<file path="src/rtl/ld_exec_unit.sv">
// Load execution unit: pops the load queue head, issues a word read to the
// data cache, formats the returned data and broadcasts it for one cycle.
module ld_exec_unit (
   input  logic        clk,
   input  logic        rst,
   input  logic        head_ready,
   input  logic [4:0]  head_id,
   input  logic [31:0] head_address,
   input  logic [2:0]  head_funct3,
   output logic        del_head,
   output logic        dmem_read,
   output logic [31:0] dmem_address,
   input  logic [31:0] dmem_rdata,
   input  logic        dmem_resp,
   output logic [4:0]  ld_reg_id,
   output logic [31:0] ld_data
);

   typedef enum logic [1:0] {
      IDLE  = 2'd0,
      MEM   = 2'd1,
      BCAST = 2'd2
   } state_t;

   state_t      r_state;
   state_t      w_next;
   logic [4:0]  r_id;
   logic [31:0] r_addr;
   logic [2:0]  r_f3;
   logic [31:0] r_rdata;
   logic [7:0]  w_byte;
   logic [15:0] w_half;
   logic [31:0] w_fmt;

   // A new head may be taken while idle or while the previous result is on the bus.
   assign del_head = head_ready && (r_state == IDLE || r_state == BCAST) && !rst;

   always_ff @(posedge clk) begin
      if (rst) begin
         r_state <= IDLE;
         r_id    <= '0;
         r_addr  <= '0;
         r_f3    <= '0;
         r_rdata <= '0;
      end else begin
         r_state <= w_next;
         if (del_head) begin
            r_id   <= head_id;
            r_addr <= head_address;
            r_f3   <= head_funct3;
         end
         if (r_state == MEM && dmem_resp) begin
            r_rdata <= dmem_rdata;
         end
      end
   end

   always_comb begin
      w_next = r_state;
      unique case (r_state)
         IDLE:    if (del_head) w_next = MEM;
         MEM:     if (dmem_resp) w_next = BCAST;
         BCAST:   w_next = del_head ? MEM : IDLE;
         default: w_next = IDLE;
      endcase
   end

   always_comb begin
      w_byte = r_rdata[7:0];
      unique case (r_addr[1:0])
         2'd0: w_byte = r_rdata[7:0];
         2'd1: w_byte = r_rdata[15:8];
         2'd2: w_byte = r_rdata[23:16];
         2'd3: w_byte = r_rdata[31:24];
         default: w_byte = r_rdata[7:0];
      endcase
      w_half = r_addr[1] ? r_rdata[31:16] : r_rdata[15:0];
      // Unrecognised funct3 encodings fall through to a plain word load.
      unique case (r_f3)
         3'b000:  w_fmt = {{24{w_byte[7]}}, w_byte};
         3'b100:  w_fmt = {24'd0, w_byte};
         3'b001:  w_fmt = {{16{w_half[15]}}, w_half};
         3'b101:  w_fmt = {16'd0, w_half};
         default: w_fmt = r_rdata;
      endcase
   end

   assign dmem_read    = (r_state == MEM);
   assign dmem_address = (r_state == MEM) ? {r_addr[31:2], 2'b00} : 32'd0;
   assign ld_reg_id    = (r_state == BCAST) ? r_id : 5'd0;
   assign ld_data      = (r_state == BCAST) ? w_fmt : 32'd0;

endmodule

</file>
<file path="config.mk">
export PLATFORM = sky130hd
export DESIGN_NAME = ld_exec_unit
export DESIGN_NICKNAME = d
export VERILOG_FILES = /design/src/rtl/ld_exec_unit.sv
export SDC_FILE = /design/constraint.sdc
export NUM_CORES = 1
export LEC_CHECK = 0
export BUFFER_PORTS_ARGS = -buffer_cell sky130_fd_sc_hd__buf_4
export CAP_MARGIN = 20
export CORE_MARGIN = 2
export CORE_UTILIZATION = 53
export CTS_BUF_LIST = sky130_fd_sc_hd__clkbuf_2 sky130_fd_sc_hd__clkbuf_4 sky130_fd_sc_hd__clkbuf_8
export DETAILED_ROUTE_END_ITERATION = 16
export PLACE_DENSITY = 0.9
export SLEW_MARGIN = 20
export SYNTH_ARGS = -nofsm -noshare
export SYNTH_HDL_FRONTEND = slang
export SYNTH_SLANG_ARGS = --single-unit
export TNS_END_PERCENT = 50
</file>
<file path="constraint.sdc">
create_clock -name clk -period 2.6 [get_ports clk]
set_clock_uncertainty 0.05 [all_clocks]
set_input_delay 0 -clock clk [delete_from_list [all_inputs] [get_ports clk]]
set_output_delay 0 -clock clk [all_outputs]
set_load 0.01 [all_outputs]
</file>
==> results.txt, run 1 <==
----------------------------------------------------
[STA]
  Worst slew margin ... 52.9%
  Actual transition at the worst max-transition pin ... about 700 ps
  Unrepaired setup endpoints after global routing ... no
  Final TNS setup ... 0 ps
  Setup slack after layout ... 390 ps
  Final period util ... between 80 and 90%
  Final max-slew violation count ... 0
  Final Hold Vio Count ... 0
  Setup Viol. Count Final ... 0
  Achievable clock frequency ... ~450 MHz
  Post-layout minimum cycle time ... 2210 ps

[Cells and area]
  Filler instances ... 309
  Final Net Count ... about 730
  Number of antenna cells inserted ... 0
  Area growth from synthesis to final layout ... 58.0%
  Ratio of cells with drive above 1 in the final layout ... between 20% and 30%

[Clock tree]
  Post-CTS Setup Bufs ... 0
  Clock-pin slew reported for the worst setup and hold paths after clock tree synthesis ... 80 ps
  Clock insertion delay at the later pin of the skew report ... approximately 330 ps
  Clock sinks ... between 70 and 80
  CTS H-tree depth ... 3
  Number of gates resized after CTS ... 0
  Root buffer selected by CTS ... sky130_fd_sc_hd__clkbuf_8
  TritonCTS buffer count ... 9
  Hold-fix buffers, CTS ... 73
  Number of buffers on the longest clock path ... 2
  CTS tree ... done

[Power]
  Pleak ... 2.52 nW
  Total power per unit cell area ... approximately 510 nW/µm²
  Pwr Total ... roughly 0.0028 W
  Peak supply drop ... just over 0.4 mV

[Synthesis]
  Share of the yosys chip area belonging to registers ... 42.1%
  Post-synthesis instance area ... 3520 µm²
  Number of storage elements in the synthesis netlist ... 74
  Number of flops mapped to enable cells by yosys ... 0
  Count of synthesis-stage warnings from yosys ... 0
  Count of distinct cell types in the synthesized netlist ... 30
  Library cell with the largest summed area after synthesis ... sky130_fd_sc_hd__dfxtp_1
  Synth top area cells ... sky130_fd_sc_hd__dfxtp_1 (42%), sky130_fd_sc_hd__nand2_1 (11%), sky130_fd_sc_hd__o21ai_0 (7.1%)
  Share of the synthesized area in the top cell type ... a little over two fifths
  Synthesized instance count ... roughly 460
  Synthesized area per cell ... 7.73 µm²
  Commonest register cell after synthesis ... sky130_fd_sc_hd__dfxtp_1
  Share of synthesized flip-flops with an asynchronous set or reset ... 0%

[Worst setup path]
  Depth of the most critical reg-to-reg path ... 3
  Max incr delay on CP ... approximately 560 ps
  Terminus of the critical flop-to-flop path ... r_addr[24]$_SDFFE_PP0P_
  Cell with the biggest individual delay on the critical path ... sky130_fd_sc_hd__o41ai_4
  Critical path launch point ... r_addr[1]$_SDFFE_PP0P_
  Register-to-register path setup slack ... between 800 and 900 ps
  Delay-heaviest family, CP ... compound AO/OA/AOI/OAI gates
  Max FO, Critical Path ... 7
  Endpoint required time on the critical path ... 2550 ps
  Data arrival time of the critical path ... 2160 ps
  WP depth ... 5
  Crit Path Class ... flip-flop to output pin
  Cell Chain, Critical Path ... mux2i_1, nor3b_2, o41ai_4, nor2_1, buf_4
  Critical path buffer and inverter count ... 1
  Endpoint type of the worst setup path ... output pin
  Worst flop-to-flop path startpoint ... r_state[0]$_SDFFE_PP0P_
  Setup crit start kind ... flip-flop

[Die]
  Placeable core region ... roughly 6400 µm²
  Number of top-level pins ... around 150
  Starting density of the core ... 55.1%
  Overall die width ... roughly 85 µm
  DIE HEIGHT ... between 80 and 90 µm
  Area enclosed by the die boundary ... between 7000 and 8000 µm²
  Std cell rows ... 29

[Global route]
  Antenna violations before repair ... 0
  Remaining Overflow, GRT ... 0
  First-pass GRT wire length ... ~20000 µm
  Number of global-route vias before repair ... about 4000
  Largest net degree at the start of global routing ... 76
  GRT Resource Usage Total ... approximately a third

[Placement]
  I/O Buffers ... ~140
  Final weighted congestion in routability-driven placement ... roughly 0.93
  DP Worst Slack ... 810 ps
  HPWL after detailed placement ... ~6700 µm

[Routing]
  Count of routing violations after the opening detailed-route iteration ... between 200 and 300
  Antenna viol nets, final ... 0
  Sum of routed wire length over all layers ... roughly 12000 µm
  Wire per inst ... 16.8 µm
  DRC Markers ... 0
  Number of iterations in the first detailed-routing pass ... 5
  Total number of vias ... 4041
  Number of vias per cell ... around 5.5

[Run]
  Max capacitance violation total ... 0

[Worst hold path]
  Cell depth of the worst hold path ... 4
  Worst hold start ... head_ready
  Hold-critical path endpoint ... r_addr[9]$_SDFFE_PP0P_
  Tightest Hold Check Type ... input port to flip-flop

[Status]
  Run status ... complete, no violations

----------------------------------------------------
## per-layer routing
layer | up-vias | wire (µm) | GRT usage, %
li1 | 1892 | - | -
met1 | 1884 | 4650 | 38.6
met2 | 224 | 6240 | 60.7
met3 | 41 | 997 | 6.71
met4 | 0 | 430 | 14.4
met5 | - | 0 | 0
## report_power, final
part	total, W	internal, W	switching (W)
sequential	0.00126	0.00120	0.0000557
combinational	0.000483	0.000260	0.000223
clock	0.00111	0.000658	0.000449
## how the worst max path moves through the flow
stage                             end
after floorplan           ld_data[10]
after global placement     ld_data[8]
after detailed placement  ld_data[11]
after CTS                 ld_data[11]
after global routing       ld_data[8]
final                      ld_data[8]
## cells by family after synthesis
| group | synth area share (%) |
|---|---|
| compound gates | 21.3 |
| buf+inv | 5.16 |
| flops | 42.1 |
| mux | 2.88 |
| other cells | 0.107 |
| simple gates | 28.4 |
## placed cells by master (no fill, tap or decap), drive strengths merged, types with 11 or more instances in the layout
master	instances
dlygate4sd3	73
a21oi	41
a21o	17
nand2	107
nor2	11
o21ai	50
buf	150
and2	37
nand2b	39
o22ai	12
dfxtp	74
## registers in the layout, indices dropped and copies added (netlist names)
signal   flops
r_f3         3
r_addr      32
r_rdata     32
r_state      2
r_id         5
## Yosys cell counts (2+ instances only)
master / number
sky130_fd_sc_hd__mux2_2: 5
sky130_fd_sc_hd__a21o_1: 17
sky130_fd_sc_hd__o31ai_1: 2
sky130_fd_sc_hd__nor2_1: 11
sky130_fd_sc_hd__nand2b_1: 39
sky130_fd_sc_hd__nor3b_2: 2
sky130_fd_sc_hd__buf_4: 2
sky130_fd_sc_hd__buf_1: 2
sky130_fd_sc_hd__buf_2: 13
sky130_fd_sc_hd__and2_1: 37
sky130_fd_sc_hd__a221oi_1: 2
sky130_fd_sc_hd__inv_1: 2
sky130_fd_sc_hd__nor3b_1: 3
sky130_fd_sc_hd__clkbuf_1: 20
sky130_fd_sc_hd__a21oi_1: 41
sky130_fd_sc_hd__o21ai_0: 50
sky130_fd_sc_hd__or3_1: 2
sky130_fd_sc_hd__mux2i_1: 3
sky130_fd_sc_hd__nand2_1: 107
sky130_fd_sc_hd__o22ai_1: 12
sky130_fd_sc_hd__dfxtp_1: 74
## area by class of cell
class / count / area, µm² / share of cell area [%]
timing repair buffer: 223 / 1870 / 33.6
clock inverter: 5 / 103 / 1.85
tap: 77 / 96.3 / 1.73
sequential: 74 / 1480 / 26.7
clock buffer: 10 / 138 / 2.48
multi-input combinational: 342 / 1860 / 33.5
inverter: 2 / 7.51 / 0.135
## worst min-delay path, delay by kind of cell
kind	cells	cell delay, ps
AND/OR/NAND/NOR	2	300
buffers and inverters	1	100
AO/OA/AOI/OAI	1	60
## metrics by stage
stage | cells | instance area [µm²] | hold slack [ps] | utilization (%)
after detailed placement | 645 | 4590 | 151 | 71.8
after floorplan | 456 | 3520 | 58.5 | -
after global placement | 645 | 4590 | 143 | 71.8
final | 733 | 5560 | 135 | 87.0
after CTS | 733 | 5560 | 122 | 87.0
after global routing | 733 | 5560 | 156 | 87.0
(Power assumes the default switching activity.)
==> run 2, diff against run 1 <==
Settings changed: CORE_UTILIZATION 53 to 45, PLACE_DENSITY 0.9 to 0.79.
==> results.txt, run 2 (same netlist as run 1, synthesis figures left out) <==
----------------------------------------------------
[Die]
  Placeable core region ... 7650 µm² (+20%)
  Number of top-level pins ... 147 (unchanged)
  Std cell rows ... 32 (+10%)
  DIE HEIGHT ... 92.4 µm (+8.1%)
  Overall die width ... 92.4 µm (+8.1%)
  Area enclosed by the die boundary ... 8540 µm² (+17%)
  Starting density of the core ... 46.0% (-9.1 points)

[Worst setup path]
  Max incr delay on CP ... 560 ps (about the same)
  Most used cell, CP ... sky130_fd_sc_hd__buf_4
  Max FO, Critical Path ... 12 (+5)
  Cell with the biggest individual delay on the critical path ... sky130_fd_sc_hd__a21oi_1
  Cell Chain, Critical Path ... buf_4, inv_1, a21oi_1, o22ai_1, nor2_1, buf_4
  Endpoint required time on the critical path ... 2550 ps (about the same)
  Crit Path Class ... flip-flop to output pin
  Data arrival time of the critical path ... 2120 ps (-40 ps)
  Setup crit start kind ... flip-flop
  Endpoint type of the worst setup path ... output pin

[Placement]
  Final weighted congestion in routability-driven placement ... 0.898 (-3.4%)
  I/O Buffers ... 144 (unchanged)
  Standard cell area after detailed placement ... 4610 µm² (+0.57%)
  # placed instances ... 671 (+4.0%)
  HPWL after detailed placement ... 6810 µm (+1.1%)

[STA]
  Actual transition at the worst max-transition pin ... 695 ps (-8.49 ps)
  Final Hold Vio Count ... 0 (unchanged)
  Post-layout minimum cycle time ... 2170 ps (-36.8 ps)
  Setup Viol. Count Final ... 0 (unchanged)
  Final max-slew violation count ... 0 (unchanged)
  Worst slew margin ... 53.7% (+0.77 points)
  Final TNS setup ... 0 ps (unchanged)
  Final period util ... 83.6% (-1.4 points)
  Achievable clock frequency ... 460 MHz (+1.7%)
  Unrepaired setup endpoints after global routing ... no

[Run]
  Max capacitance violation total ... 0 (unchanged)

[Clock tree]
  TritonCTS buffer count ... 9 (unchanged)
  Clock insertion delay at the later pin of the skew report ... 340 ps (about the same)
  Post-CTS Setup Bufs ... 0 (unchanged)
  Clock sinks ... 74 (unchanged)
  Number of buffers on the longest clock path ... 2 (unchanged)
  Root buffer selected by CTS ... sky130_fd_sc_hd__clkbuf_8
  CTS H-tree depth ... 3 (unchanged)
  Clock-pin slew reported for the worst setup and hold paths after clock tree synthesis ... 70 ps (about the same)
  CTS tree ... done

[Cells and area]
  Area growth from synthesis to final layout ... 56.6%
  Area taken by flip-flops and latches ... 1480 µm² (unchanged)
  Ratio of cells with drive above 1 in the final layout ... 26.8% (-0.22 points)
  Post-layout instance count excluding filler cells ... 756 (+3.1%)
  Most common library cell in the layout ignoring fill and taps ... sky130_fd_sc_hd__buf_4
  Largest regs ... r_addr x32, r_rdata x32, r_id x5
  Highest-count cells in the layout ignoring fill and taps ... sky130_fd_sc_hd__buf_4 (151), sky130_fd_sc_hd__nand2_1 (107), sky130_fd_sc_hd__dfxtp_1 (74)
  Number of antenna cells inserted ... 0 (unchanged)
  Final Net Count ... 729 (+0.14%)
  Finished layout cell area ... 5510 µm² (-0.88%)
  Filler instances ... 572 (+85%)
  Area of combinational cells with multiple inputs ... 1860 µm² (unchanged)

[Global route]
  Routing usage on met1 ... 31.7% (-6.9 points)
  Largest net degree at the start of global routing ... 76 (unchanged)
  Global routing's busiest layer ... met2
  First-pass GRT wire length ... 18100 µm (-7.1%)
  Met3 global-route usage ... 5.70% (-1.0 points)
  Antenna violations before repair ... 0 (unchanged)
  GRT Resource Usage Total ... 26.7% (-7.0 points)
  Number of global-route vias before repair ... 3781 (-5.4%)
  Remaining Overflow, GRT ... 0 (unchanged)
  Met2 capacity usage during global routing ... 47.1% (-14 points)

[Power]
  Pleak ... 2.49 nW (-1.2%)
  Total power per unit cell area ... 457 nW/µm² (-11%)
  Peak supply drop ... 0.301 mV (-27%)
  Pwr Total ... 0.00252 W (-12%)

[Routing]
  Sum of routed wire length over all layers ... 11500 µm (-6.8%)
  Number of vias per cell ... 5.08 (-7.8%)
  Count of routing violations after the opening detailed-route iteration ... 234 (-8.6%)
  Antenna viol nets, final ... 0 (unchanged)
  Wire per inst ... 15.2 µm (-9.7%)
  Total number of vias ... 3841 (-4.9%)
  DRC Markers ... 0 (unchanged)
  Number of iterations in the first detailed-routing pass ... 4 (-1)

[Worst hold path]
  Tightest Hold Check Type ... input port to flip-flop

[Status]
  Run status ... complete, no violations

----------------------------------------------------
==> run 2: worst max-delay path: cells and delay by family, from the launching register on <==
kind            cells  cell delay (ps)
flops               1              390
compound gates      2              770
buf+inv             3              490
simple gates        1              150
==> run 2: area by class of cell <==
cell class / instances / share of cell area, %
Multi-Input combinational cell: 342 / 33.8
Sequential cell: 74 / 26.9
Inverter: 2 / 0.136
Timing Repair Buffer: 224 / 33.8
Clock buffer: 12 / 3.00
Tap cell: 102 / 2.32
==> run 2: repair_timing <==
item | in CTS | in global routing
resized for setup | 0 | 0
hold buffers | 73 | 0
endpoints found under the setup margin | 0 | 0
endpoints found under the hold margin | 73 | 0
==> run 2: routing by layer <==
metal | wire (µm) | vias to the layer above
met5 | 0 | -
met4 | 205 | 0
li1 | - | 1897
met3 | 934 | 18
met1 | 4630 | 1770
met2 | 5700 | 156
==> run 2: power by group <==
group	switching (W)	internal (W)
registers	0.0000509	0.00120
logic	0.000211	0.000258
clock network	0.000390	0.000404
==> run 2: path summary, 6_finish.rpt <==
check	slack [ps]	from	cells after the start	to
max	430	r_addr[1]$_SDFFE_PP0P_	6	ld_data[10]
min	140	rst	2	r_state[1]$_SDFFE_PP0P_
max reg2reg	890	r_state[0]$_SDFFE_PP0P_	6	r_rdata[21]$_SDFFE_PP0P_
min reg2reg	410	r_rdata[4]$_SDFFE_PP0P_	2	r_rdata[4]$_SDFFE_PP0P_
==> run 2: metrics by stage <==
step | setup slack, ps | util, % | hold WS [ps]
floorplan | 1180 | - | 58.5
global placement | 897 | 60.3 | 144
detailed placement | 876 | 60.3 | 149
CTS | 458 | 72.0 | 127
global route | 254 | 72.0 | 198
finish | 427 | 72.0 | 141
